$ cat src/rtl/pc_sequencer.sv
// Program counter owner for the pipelined MIPS core: next-PC select, redirect/stall arbitration, IF/ID flush.
// Optional macro PC_ALIGN_CHECK_EN adds misalign_exc and word-aligns JR targets.
module pc_sequencer #(
    parameter logic [31:0] RESET_VEC = 32'h0000_0000,
    parameter int          PC_W      = 32
) (
    input  logic            clk,
    input  logic            rst_n,
    input  logic            stall,
    input  logic            br_valid,
    input  logic            br_taken,
    input  logic [PC_W-1:0] br_pc4,
    input  logic [15:0]     br_imm,
    input  logic            jmp_valid,
    input  logic            jmp_reg,
    input  logic [PC_W-1:0] jmp_pc4,
    input  logic [25:0]     jmp_idx,
    input  logic [PC_W-1:0] jr_target,
    output logic [PC_W-1:0] pc,
    output logic [PC_W-1:0] pc_plus4,
    output logic            if_id_flush,
    output logic            redirect_pend
`ifdef PC_ALIGN_CHECK_EN
    ,
    output logic            misalign_exc
`endif
);

    typedef enum logic {RUN, PEND} state_t;

    state_t          state_reg, state_next;
    logic [PC_W-1:0] pc_reg, pc_next;
    logic [PC_W-1:0] tgt_reg, tgt_next;
    logic            flush_reg, flush_next;

    logic [PC_W-1:0] br_tgt, j_tgt, jr_tgt, sel_tgt;
    logic            br_take, req;

    // Only the region bits of the jump's PC+4 contribute to the J/JAL target.
    logic unused_pc4_bits;
    assign unused_pc4_bits = ^jmp_pc4[PC_W-5:0];

    assign br_take = br_valid & br_taken;
    assign req     = br_take | jmp_valid;

    assign br_tgt = br_pc4 + {{(PC_W-18){br_imm[15]}}, br_imm, 2'b00};
    assign j_tgt  = {jmp_pc4[PC_W-1:PC_W-4], jmp_idx, 2'b00};
`ifdef PC_ALIGN_CHECK_EN
    assign jr_tgt = {jr_target[PC_W-1:2], 2'b00};
`else
    assign jr_tgt = jr_target;
`endif

    // Branch in EX is older than the jump in ID, so it wins a collision.
    assign sel_tgt = br_take ? br_tgt : (jmp_reg ? jr_tgt : j_tgt);

    assign pc_plus4 = pc_reg + 4;

`ifdef PC_ALIGN_CHECK_EN
    logic mis_req, mis_pend_reg, mis_pend_next, mis_reg, mis_next;
    assign mis_req = !br_take & jmp_valid & jmp_reg & (jr_target[1:0] != 2'b00);
`endif

    always_comb begin
        state_next = state_reg;
        pc_next    = pc_reg;
        tgt_next   = tgt_reg;
        flush_next = 1'b0;
`ifdef PC_ALIGN_CHECK_EN
        mis_pend_next = mis_pend_reg;
        mis_next      = 1'b0;
`endif
        case (state_reg)
            RUN: begin
                if (req) begin
                    if (!stall) begin
                        pc_next    = sel_tgt;
                        flush_next = 1'b1;
`ifdef PC_ALIGN_CHECK_EN
                        mis_next   = mis_req;
`endif
                    end else begin
                        tgt_next   = sel_tgt;
                        state_next = PEND;
`ifdef PC_ALIGN_CHECK_EN
                        mis_pend_next = mis_req;
`endif
                    end
                end else if (!stall) begin
                    pc_next = pc_plus4;
                end
            end
            PEND: begin
                // Younger requests arriving while pending are dropped.
                if (!stall) begin
                    pc_next    = tgt_reg;
                    flush_next = 1'b1;
                    state_next = RUN;
`ifdef PC_ALIGN_CHECK_EN
                    mis_next      = mis_pend_reg;
                    mis_pend_next = 1'b0;
`endif
                end
            end
            default: state_next = RUN;
        endcase
    end

    always_ff @(posedge clk) begin
        if (!rst_n) begin
            state_reg <= RUN;
            pc_reg    <= RESET_VEC;
            tgt_reg   <= '0;
            flush_reg <= 1'b0;
`ifdef PC_ALIGN_CHECK_EN
            mis_pend_reg <= 1'b0;
            mis_reg      <= 1'b0;
`endif
        end else begin
            state_reg <= state_next;
            pc_reg    <= pc_next;
            tgt_reg   <= tgt_next;
            flush_reg <= flush_next;
`ifdef PC_ALIGN_CHECK_EN
            mis_pend_reg <= mis_pend_next;
            mis_reg      <= mis_next;
`endif
        end
    end

    assign pc            = pc_reg;
    assign if_id_flush   = flush_reg;
    assign redirect_pend = (state_reg == PEND);
`ifdef PC_ALIGN_CHECK_EN
    assign misalign_exc  = mis_reg;
`endif

endmodule
$ cat config.mk
export PLATFORM = sky130hd
export DESIGN_NAME = pc_sequencer
export DESIGN_NICKNAME = d
export VERILOG_FILES = /design/src/rtl/pc_sequencer.sv
export SDC_FILE = /design/constraint.sdc
export NUM_CORES = 1
export LEC_CHECK = 0
export ABC_CLOCK_PERIOD_IN_PS = 4100
export BUFFER_PORTS_ARGS = -buffer_cell sky130_fd_sc_hd__buf_2
export CORE_ASPECT_RATIO = 0.5
export CORE_MARGIN = 10
export CORE_UTILIZATION = 40
export CTS_CLUSTER_DIAMETER = 150
export DETAILED_ROUTE_END_ITERATION = 6
export PLACE_DENSITY = 0.66
export SLEW_MARGIN = 20
export SYNTH_ARGS = -nofsm -noshare
export SYNTH_HDL_FRONTEND = slang
export SYNTH_SLANG_ARGS = --single-unit
$ cat constraint.sdc
create_clock -name clk -period 4.1 [get_ports clk]
set_clock_uncertainty 0.1 [all_clocks]
set_input_delay 0.41 -clock clk [delete_from_list [all_inputs] [get_ports clk]]
set_output_delay 0.41 -clock clk [all_outputs]
set_load 0.005 [all_outputs]
==> impl_metrics.toml, run 1 <==
[synthesis]
synth_area_leaders = "dfxtp_1 23%, a21oi_1 6.5%, ha_1 6.5%, nand2_1 6.0%, o21ai_0 5.5%"
syn-num-nets = 959
syn_area_per_cell_um2 = 7.39
synth_top_area_share_pct = 22.8
synth_area_um2 = 5780
ys.flop_type = "dfxtp_1"
synth_edf_count = 0
synthArstFlopShare_pct = 0
yosysMostFrequentCell = "nand2_1"
ys_types = 72
synthCells = 783
synth_warnings = 0
synth.largest_area_cell = "dfxtp_1"
ys_seq_area_share_pct = 22.8
ys_ff_latch = 66
ys_top_cells_by_count = "92 x nand2_1, 75 x a21oi_1, 66 x dfxtp_1, 63 x o21ai_0, 61 x nor2_1"

[sta]
hold_viol_final = 0
finalCriticalPeriod_ns = 3.21
fin_crit_sh_pct = 78.2
timing.hold.ws_ns = 0.329
final_max_slew_viol_count = 0
fmax_ghz = 0.312
setup_viol_count_final = 0
worst_slack_ns = 0.893
max_slew_margin_pct = 35.6
worst_pin_slew_ns = 0.955
fin_setup_tns_ns = 0
rsz0062_at_grt = "no"

[job]
maxCapViolations = 0

[worst_setup_path]
crit_type = "reg -> out"
endpoint_kind = "output port"
start_kind = "flop"
r2r_setup_slack_ns = 1.47
required_ns = 3.59
worstPathMaxFanout = 7
crit_arrival_ns = 2.70

[routing]
wl_per_cell_um = 19.9
via_per_inst = 5.89
drc = 0
first_pass_iters = 7
postRouteAntennaNets = 0
vias = 6683
wl_um = 22500
drt_iter0_drc = 793

[cts]
clock_latency_ns = 0.34
numCtsBuffers = 9
cts_hold_buf = 0
clkSlewWorstSetupHoldPaths_ns = 0.06
cts_root_buf = "clkbuf_16"
htree_levels = 3
cts_sinks = 66
post_cts_buffers = 0
cts-resized-gates = 0
cts_tree = "built"
cts.path.max_buffers = 2

[finish]
final_util_pct = 51.4
fin_nets = 1112
drive_gt1_share_pct = 24.7
nFillCells = 1394
area_growth_syn_to_layout_pct = 23.2

[power_and_ir_drop]
p_per_area_nw_per_um2 = 320
total_power_uw = 2280
swShare_pct = 34.4
p_sw_uw = 786
clock_power_share_pct = 35.2
irDropWorstVdd_mv = 0.169
p_int_uw = 1500
p_seq_share_pct = 32.8
pwr-share-comb_pct = 32.1
leakage_uw = 0.00328

[place]
io_buffers = 182
gp_congestion = 0.888
dp_worst_setup_slack_ns = 1.06
dp_hpwl_um = 17300

[floorplanning]
dieArea_um2 = 20000
die_height_um = 105
io_pins = 211
row_count = 30
dieWidth_um = 190
core_um2 = 13900
initial_core_util_pct = 41.8

[grt]
grt_pass1_wl_um = 35000
antenna_found_initial = 0
grt_overflow = 0
grt_pass1_vias = 6366
grt.total_usage_pct = 21.6
grt_max_degree = 52

[status]
outcome = "completed"

[hold_path]
min_path_type = "in -> reg"
area by class of cell:
cell class | count | area, um2 | area share, %
Multi-Input combinational cell | 647 | 4180 | 58.6
Antenna cell | 1 | 2.50 | 0.0351
Clock inverter | 4 | 50.0 | 0.702
Tap cell | 192 | 240 | 3.37
Inverter | 15 | 56.3 | 0.790
Timing Repair Buffer | 197 | 1020 | 14.4
Sequential cell | 66 | 1320 | 18.5
Clock buffer | 12 | 256 | 3.60
metrics by stage:
| step | instances | instance area, um2 |
|---|---|---|
| after floorplan | 783 | 5780 |
| after global placement | 1117 | 6820 |
| after detailed placement | 1117 | 6820 |
| after CTS | 1133 | 7120 |
| after global routing | 1133 | 7120 |
| final | 1134 | 7130 |
placed cells by master (no fill, tap or decap), types with 8 or more instances in the layout:
cell	count
buf_2	182
and3_1	10
a21oi_1	75
nor3_1	20
ha_1	30
nor2_1	61
and2_1	11
clkbuf_16	9
nand3_1	26
a211oi_1	15
mux2i_1	27
xor2_1	18
nand2_1	92
inv_1	13
nand4_1	17
buf_4	15
o211ai_1	12
nand2b_1	8
dfxtp_1	66
xnor2_1	29
o21ai_0	63
a31oi_1	11
a21o_1	18
per-layer routing:
metal	global-route usage [%]	up-vias	part of all wire, %
met5	0	-	0
met4	4.84	0	1.5
met3	7.83	29	12
met2	33.0	313	44
met1	28.3	3143	43
li1	-	3198	-
power groups by stage:
stage | combinational (uW) | sequential [uW] | clock, uW
floorplan | 452 | 749 | 0
global placement | 706 | 757 | 0
detailed placement | 715 | 759 | 0
CTS | 720 | 746 | 802
global route | 805 | 755 | 828
finish | 733 | 748 | 802
worst paths after layout:
path / from / to / cells past startpoint
hold reg to reg: tgt_reg[19] / tgt_reg[19] / 2
setup / recovery: pc[8] / pc_plus4[31] / 7
setup reg to reg: pc[8] / pc[26] / 8
hold / removal: br_pc4[0] / tgt_reg[0] / 4
critical path, stage by stage (launching register included):
cell	delay, ns
dfxtp_1	0.49
and4_4	0.30
and4_1	0.44
and4_2	0.39
and2_1	0.19
nand4_1	0.17
xnor2_1	0.22
buf_2	0.16
cell families after synthesis:
| logic type | share of synthesized area (%) |
|---|---|
| compound gates | 29.9 |
| xor+xnor | 7.12 |
| fa+ha+maj | 6.84 |
| buf+inv | 5.04 |
| flops | 22.8 |
| mux | 5.84 |
| simple gates | 22.4 |
(Power assumes the default switching activity.)
==> inputs of run 2 (changes only) <==
--- a/config.mk
+++ b/config.mk
@@ -5,14 +5,14 @@
 export SDC_FILE = /design/constraint.sdc
 export NUM_CORES = 1
 export LEC_CHECK = 0
-export ABC_CLOCK_PERIOD_IN_PS = 4100
+export ABC_CLOCK_PERIOD_IN_PS = 2900
 export BUFFER_PORTS_ARGS = -buffer_cell sky130_fd_sc_hd__buf_2
 export CORE_ASPECT_RATIO = 0.5
 export CORE_MARGIN = 10
 export CORE_UTILIZATION = 40
 export CTS_CLUSTER_DIAMETER = 150
 export DETAILED_ROUTE_END_ITERATION = 6
-export PLACE_DENSITY = 0.66
+export PLACE_DENSITY = 0.68
 export SLEW_MARGIN = 20
 export SYNTH_ARGS = -nofsm -noshare
 export SYNTH_HDL_FRONTEND = slang
==> constraint.sdc (replaced) <==
create_clock -name clk -period 2.9 [get_ports clk]
set_clock_uncertainty 0.1 [all_clocks]
set_input_delay 0.29 -clock clk [delete_from_list [all_inputs] [get_ports clk]]
set_output_delay 0.29 -clock clk [all_outputs]
set_load 0.005 [all_outputs]
==> impl_metrics.toml, run 2 (synthesis gave the netlist of run 1 again) <==
[status]
outcome = "completed"

[sta]
fin_setup_tns_ns = 0
setup_viol_count_final = 0
fmax_ghz = 0.363
rsz0062_at_grt = "no"
finalCriticalPeriod_ns = 2.76
worst_pin_slew_ns = 0.658
final_max_slew_viol_count = 0
hold_viol_final = 0
timing.hold.ws_ns = 0.221
fin_crit_sh_pct = 95.0
worst_slack_ns = 0.144
max_slew_margin_pct = 55.7

[power_and_ir_drop]
p_per_area_nw_per_um2 = 435
irDropWorstVdd_mv = 0.265
leakage_uw = 0.00343
total_power_uw = 3190

[routing]
postRouteAntennaNets = 0
vias = 6708
wl_per_cell_um = 19.8
drt_iter0_drc = 658
drc = 0
wl_um = 23000
via_per_inst = 5.77
first_pass_iters = 5

[finish]
regArea_um2 = 1320
nFillCells = 1353
layout_commonest_cell = "buf_2"
multi_input_area_um2 = 4180
mostFrequentLayoutCells = "182 x buf_2, 92 x nand2_1, 75 x a21oi_1, 66 x dfxtp_1, 63 x o21ai_0"
n_antenna_cell = 0
area_growth_syn_to_layout_pct = 26.8
drive_gt1_share_pct = 27.0
fin_nets = 1142

[grt]
grt_pass1_wl_um = 35600
grt_overflow = 0
antenna_found_initial = 1
grt.total_usage_pct = 22.0
grt_max_degree = 34
grt_pass1_vias = 6465

[cts]
htree_levels = 3
cts_root_buf = "clkbuf_16"
numCtsBuffers = 9
cts_tree = "built"
cts_sinks = 66
clkSlewWorstSetupHoldPaths_ns = 0.06
clock_latency_ns = 0.34
cts.path.max_buffers = 2
post_cts_buffers = 0

[floorplanning]
core_um2 = 13900
row_count = 30
die_height_um = 105
io_pins = 211
dieArea_um2 = 20000
dieWidth_um = 190
initial_core_util_pct = 41.8

[worst_setup_path]
crit_arrival_ns = 2.37
crit_type = "reg -> out"
worstPathMaxFanout = 6
required_ns = 2.51
start_kind = "flop"
endpoint_kind = "output port"

[job]
maxCapViolations = 0

[hold_path]
min_path_type = "in -> reg"

[place]
dp_worst_setup_slack_ns = 0.0809
dp_hpwl_um = 18200
io_buffers = 182
gp_congestion = 0.940
run 2: cell types whose count changed in the layout (fill, tap and decap cells not counted), sizes merged:
cell and delta:
buf +30, bufinv -1, clkbuf +2, clkinv +1, clkinvlp -2, diode -1
run 2: where the power goes:
group	total (uW)	switching (uW)	internal [uW]
clock	1050	406	646
combinational	1080	624	458
sequential	1050	71.7	983
run 2: worst paths after layout:
| kind | from | end | slack [ns] | depth (start not counted) |
|---|---|---|---|---|
| worst min-delay path | br_pc4[1] | tgt_reg[1] | 0.22 | 4 |
| worst max register to register | pc[9] | pc[26] | 0.35 | 9 |
| worst max-delay path | pc[9] | pc_plus4[31] | 0.14 | 7 |
| worst min register to register | tgt_reg[9] | tgt_reg[9] | 0.34 | 2 |
run 2: through the flow:
step                utilization, %  std cells  instance area (um2)
floorplan                        -        783                 5780
global placement              50.8       1147                 7040
detailed placement            50.8       1147                 7040
CTS                           52.9       1163                 7330
global route                  53.0       1163                 7330
finish                        53.0       1163                 7330
run 2: timing repair:
| item | in CTS | in global routing |
|---|---|---|
| endpoints found under the setup margin | 0 | 1 |
| hold buffers | 0 | 0 |
| gates resized for setup | 0 | 2 |
run 2: area by class of cell:
class                           count  area share (%)
Clock buffer                       14            3.74
Tap cell                          192            3.28
Multi-Input combinational cell    647            57.0
Inverter                           15           0.768
Sequential cell                    66            18.0
Clock inverter                      2           0.136
Timing Repair Buffer              227            17.0
run 2: routing by layer:
metal	GRT usage, %	routed length (um)	vias to the layer above	part of all wire, %
met4	5.63	374	2	1.6
li1	-	-	3248	-
met2	33.1	9980	337	43
met3	7.00	2450	34	11
met1	29.5	10200	3087	44
met5	0	11	-	0.048
run 2: critical path: stages, from the launching register on:
cell,delay [ns]
dfxtp_1,0.43
and4_4,0.28
and4_1,0.30
and4_4,0.31
and2_1,0.18
nand4_1,0.18
xnor2_2,0.20
buf_2,0.15
==> inputs of run 3 (changes only) <==
--- a/config.mk
+++ b/config.mk
@@ -10,8 +10,10 @@
 export CORE_ASPECT_RATIO = 0.5
 export CORE_MARGIN = 10
 export CORE_UTILIZATION = 40
+export CTS_BUF_LIST = sky130_fd_sc_hd__clkbuf_16
 export CTS_CLUSTER_DIAMETER = 150
 export DETAILED_ROUTE_END_ITERATION = 6
+export MAX_ROUTING_LAYER = met4
 export PLACE_DENSITY = 0.68
 export SLEW_MARGIN = 20
 export SYNTH_ARGS = -nofsm -noshare
==> impl_metrics.toml, run 3 (synthesis gave the netlist of run 1 again) <==
[place]
dp_hpwl_um = 18100
gp_congestion = 0.927
io_buffers = 182

[grt]
grt_overflow = 0
grt_max_degree = 32
grt_pass1_wl_um = 35600
antenna_found_initial = 2
grt_pass1_vias = 6462
grt.total_usage_pct = 22.6

[hold_path]
min_to = "tgt_reg[1]"
min_path_type = "in -> reg"
hold_path_depth = 4
hold_start = "br_pc4[1]"

[worst_setup_path]
r2r_setup_slack_ns = 0.49
start_kind = "flop"
crit_type = "reg -> out"
worstPathMaxFanout = 5
crit_arrival_ns = 2.41
r2r_start = "pc[11]"
r2r_end = "pc[26]"
required_ns = 2.51
worst-r2r-cell-count = 9
endpoint_kind = "output port"

[cts]
cts_root_buf = "clkbuf_16"
htree_levels = 3
clock_latency_ns = 0.34
clkSlewWorstSetupHoldPaths_ns = 0.06
cts.path.max_buffers = 2
numCtsBuffers = 9
cts_sinks = 66
post_cts_buffers = 0
cts_tree = "built"

[routing]
postRouteAntennaNets = 0
drt_iter0_drc = 671
drc = 0
met3_length_um = 2280
wl_per_cell_um = 19.8
via_per_inst = 5.77
wl_met2_um = 10000
vias = 6735
wl_um = 23100
first_pass_iters = 5
top_layer = "met4"
wl_met1_um = 10500

[power_and_ir_drop]
p_seq_share_pct = 31.0
swShare_pct = 33.1
irDropWorstVdd_mv = 0.266
p_int_uw = 2280
p_sw_uw = 1130
clock_power_share_pct = 37.2
total_power_uw = 3410
p_per_area_nw_per_um2 = 460
leakage_uw = 0.00345
pwr-share-comb_pct = 31.8

[sta]
final_max_slew_viol_count = 0
setup_viol_count_final = 0
fmax_ghz = 0.357
worst_pin_slew_ns = 0.650
finalCriticalPeriod_ns = 2.80
max_slew_margin_pct = 56.2
fin_setup_tns_ns = 0
hold_viol_final = 0
rsz0062_at_grt = "no"
fin_crit_sh_pct = 96.6

[floorplanning]
core_um2 = 13900
initial_core_util_pct = 41.8
dieArea_um2 = 20000
io_pins = 211
row_count = 30
die_height_um = 105
dieWidth_um = 190

[finish]
nFillCells = 1363
drive_gt1_share_pct = 27.4
final_util_pct = 53.5
layout_commonest_cell = "buf_2"
fin_nets = 1144
mostFrequentLayoutCells = "182 x buf_2, 92 x nand2_1, 75 x a21oi_1, 64 x dfxtp_1, 63 x o21ai_0"
area_growth_syn_to_layout_pct = 28.1

[status]
outcome = "completed"

[job]
maxCapViolations = 0
-- run 3: cell count changes in the layout (fill, tap and decap cells not counted), sizes merged --
cell and delta:
buf +2, bufinv +3, clkbuf -5, clkinv -1, clkinvlp +3, diode +2
-- run 3: worst max-delay path by stage --
stage | start | endpoint | slack [ns] | cells past startpoint
final | pc[11] | pc_plus4[31] | 0.1 | 7
after global routing | pc[11] | pc_plus4[31] | 0.04 | 7
after CTS | pc[9] | pc_plus4[31] | 0.09 | 7
after detailed placement | br_pc4[9] | pc[25] | 0.08 | 10
after global placement | br_pc4[9] | pc[25] | 0.08 | 10
after floorplan | br_pc4[2] | tgt_reg[20] | 0.35 | 11
-- run 3: final cells by class --
class / count / area (um2) / area share, %
diodes: 2 / 5.00 / 0.0676
clock buffers: 9 / 225 / 3.04
clock inverters: 7 / 118 / 1.59
inverters: 15 / 56.3 / 0.760
multi-input cells: 647 / 4180 / 56.4
flip-flops and latches: 66 / 1320 / 17.9
well taps: 192 / 240 / 3.24
repair buffers: 229 / 1260 / 17.1
-- run 3: routing by layer --
layer,vias up,track usage (%)
met5,-,-
met4,0,4.34
met3,19,5.34
met2,339,33.2
met1,3113,30.5
li1,3264,-
-- run 3: worst max-delay path, stage by stage, from the launching register on --
cell,delay [ns]
dfxtp_1,0.39
and4_4,0.26
and4_1,0.29
and4_2,0.36
and2_1,0.19
nand4_1,0.18
xnor2_1,0.24
buf_2,0.15
-- run 3: power groups by stage --
stage	clock, uW	sequential (uW)	combinational, uW
6_report	1270	1060	1090
5_1_grt	1310	1060	1190
4_1_cts	1270	1050	1070
3_5_place_dp	0	1070	1060
3_3_place_gp	0	1070	1050
2_1_floorplan	0	1060	639
-- run 3: repair_timing --
action | 4_1_cts | 5_1_grt
hold buffers | 0 | 0
setup endpoints to repair | 0 | 1
gates resized for setup | 0 | 2
-- run 3: metrics by stage --
stage | hold WS, ns | std cells | instance area [um2] | setup WS (ns)
after CTS | 0.228 | 1165 | 7400 | 0.0882
after detailed placement | 0.328 | 1149 | 7060 | 0.0788
after global routing | 0.244 | 1167 | 7410 | 0.0390
after floorplan | 0.310 | 783 | 5780 | 0.352
after global placement | 0.319 | 1149 | 7060 | 0.0807
final | 0.229 | 1167 | 7410 | 0.0988
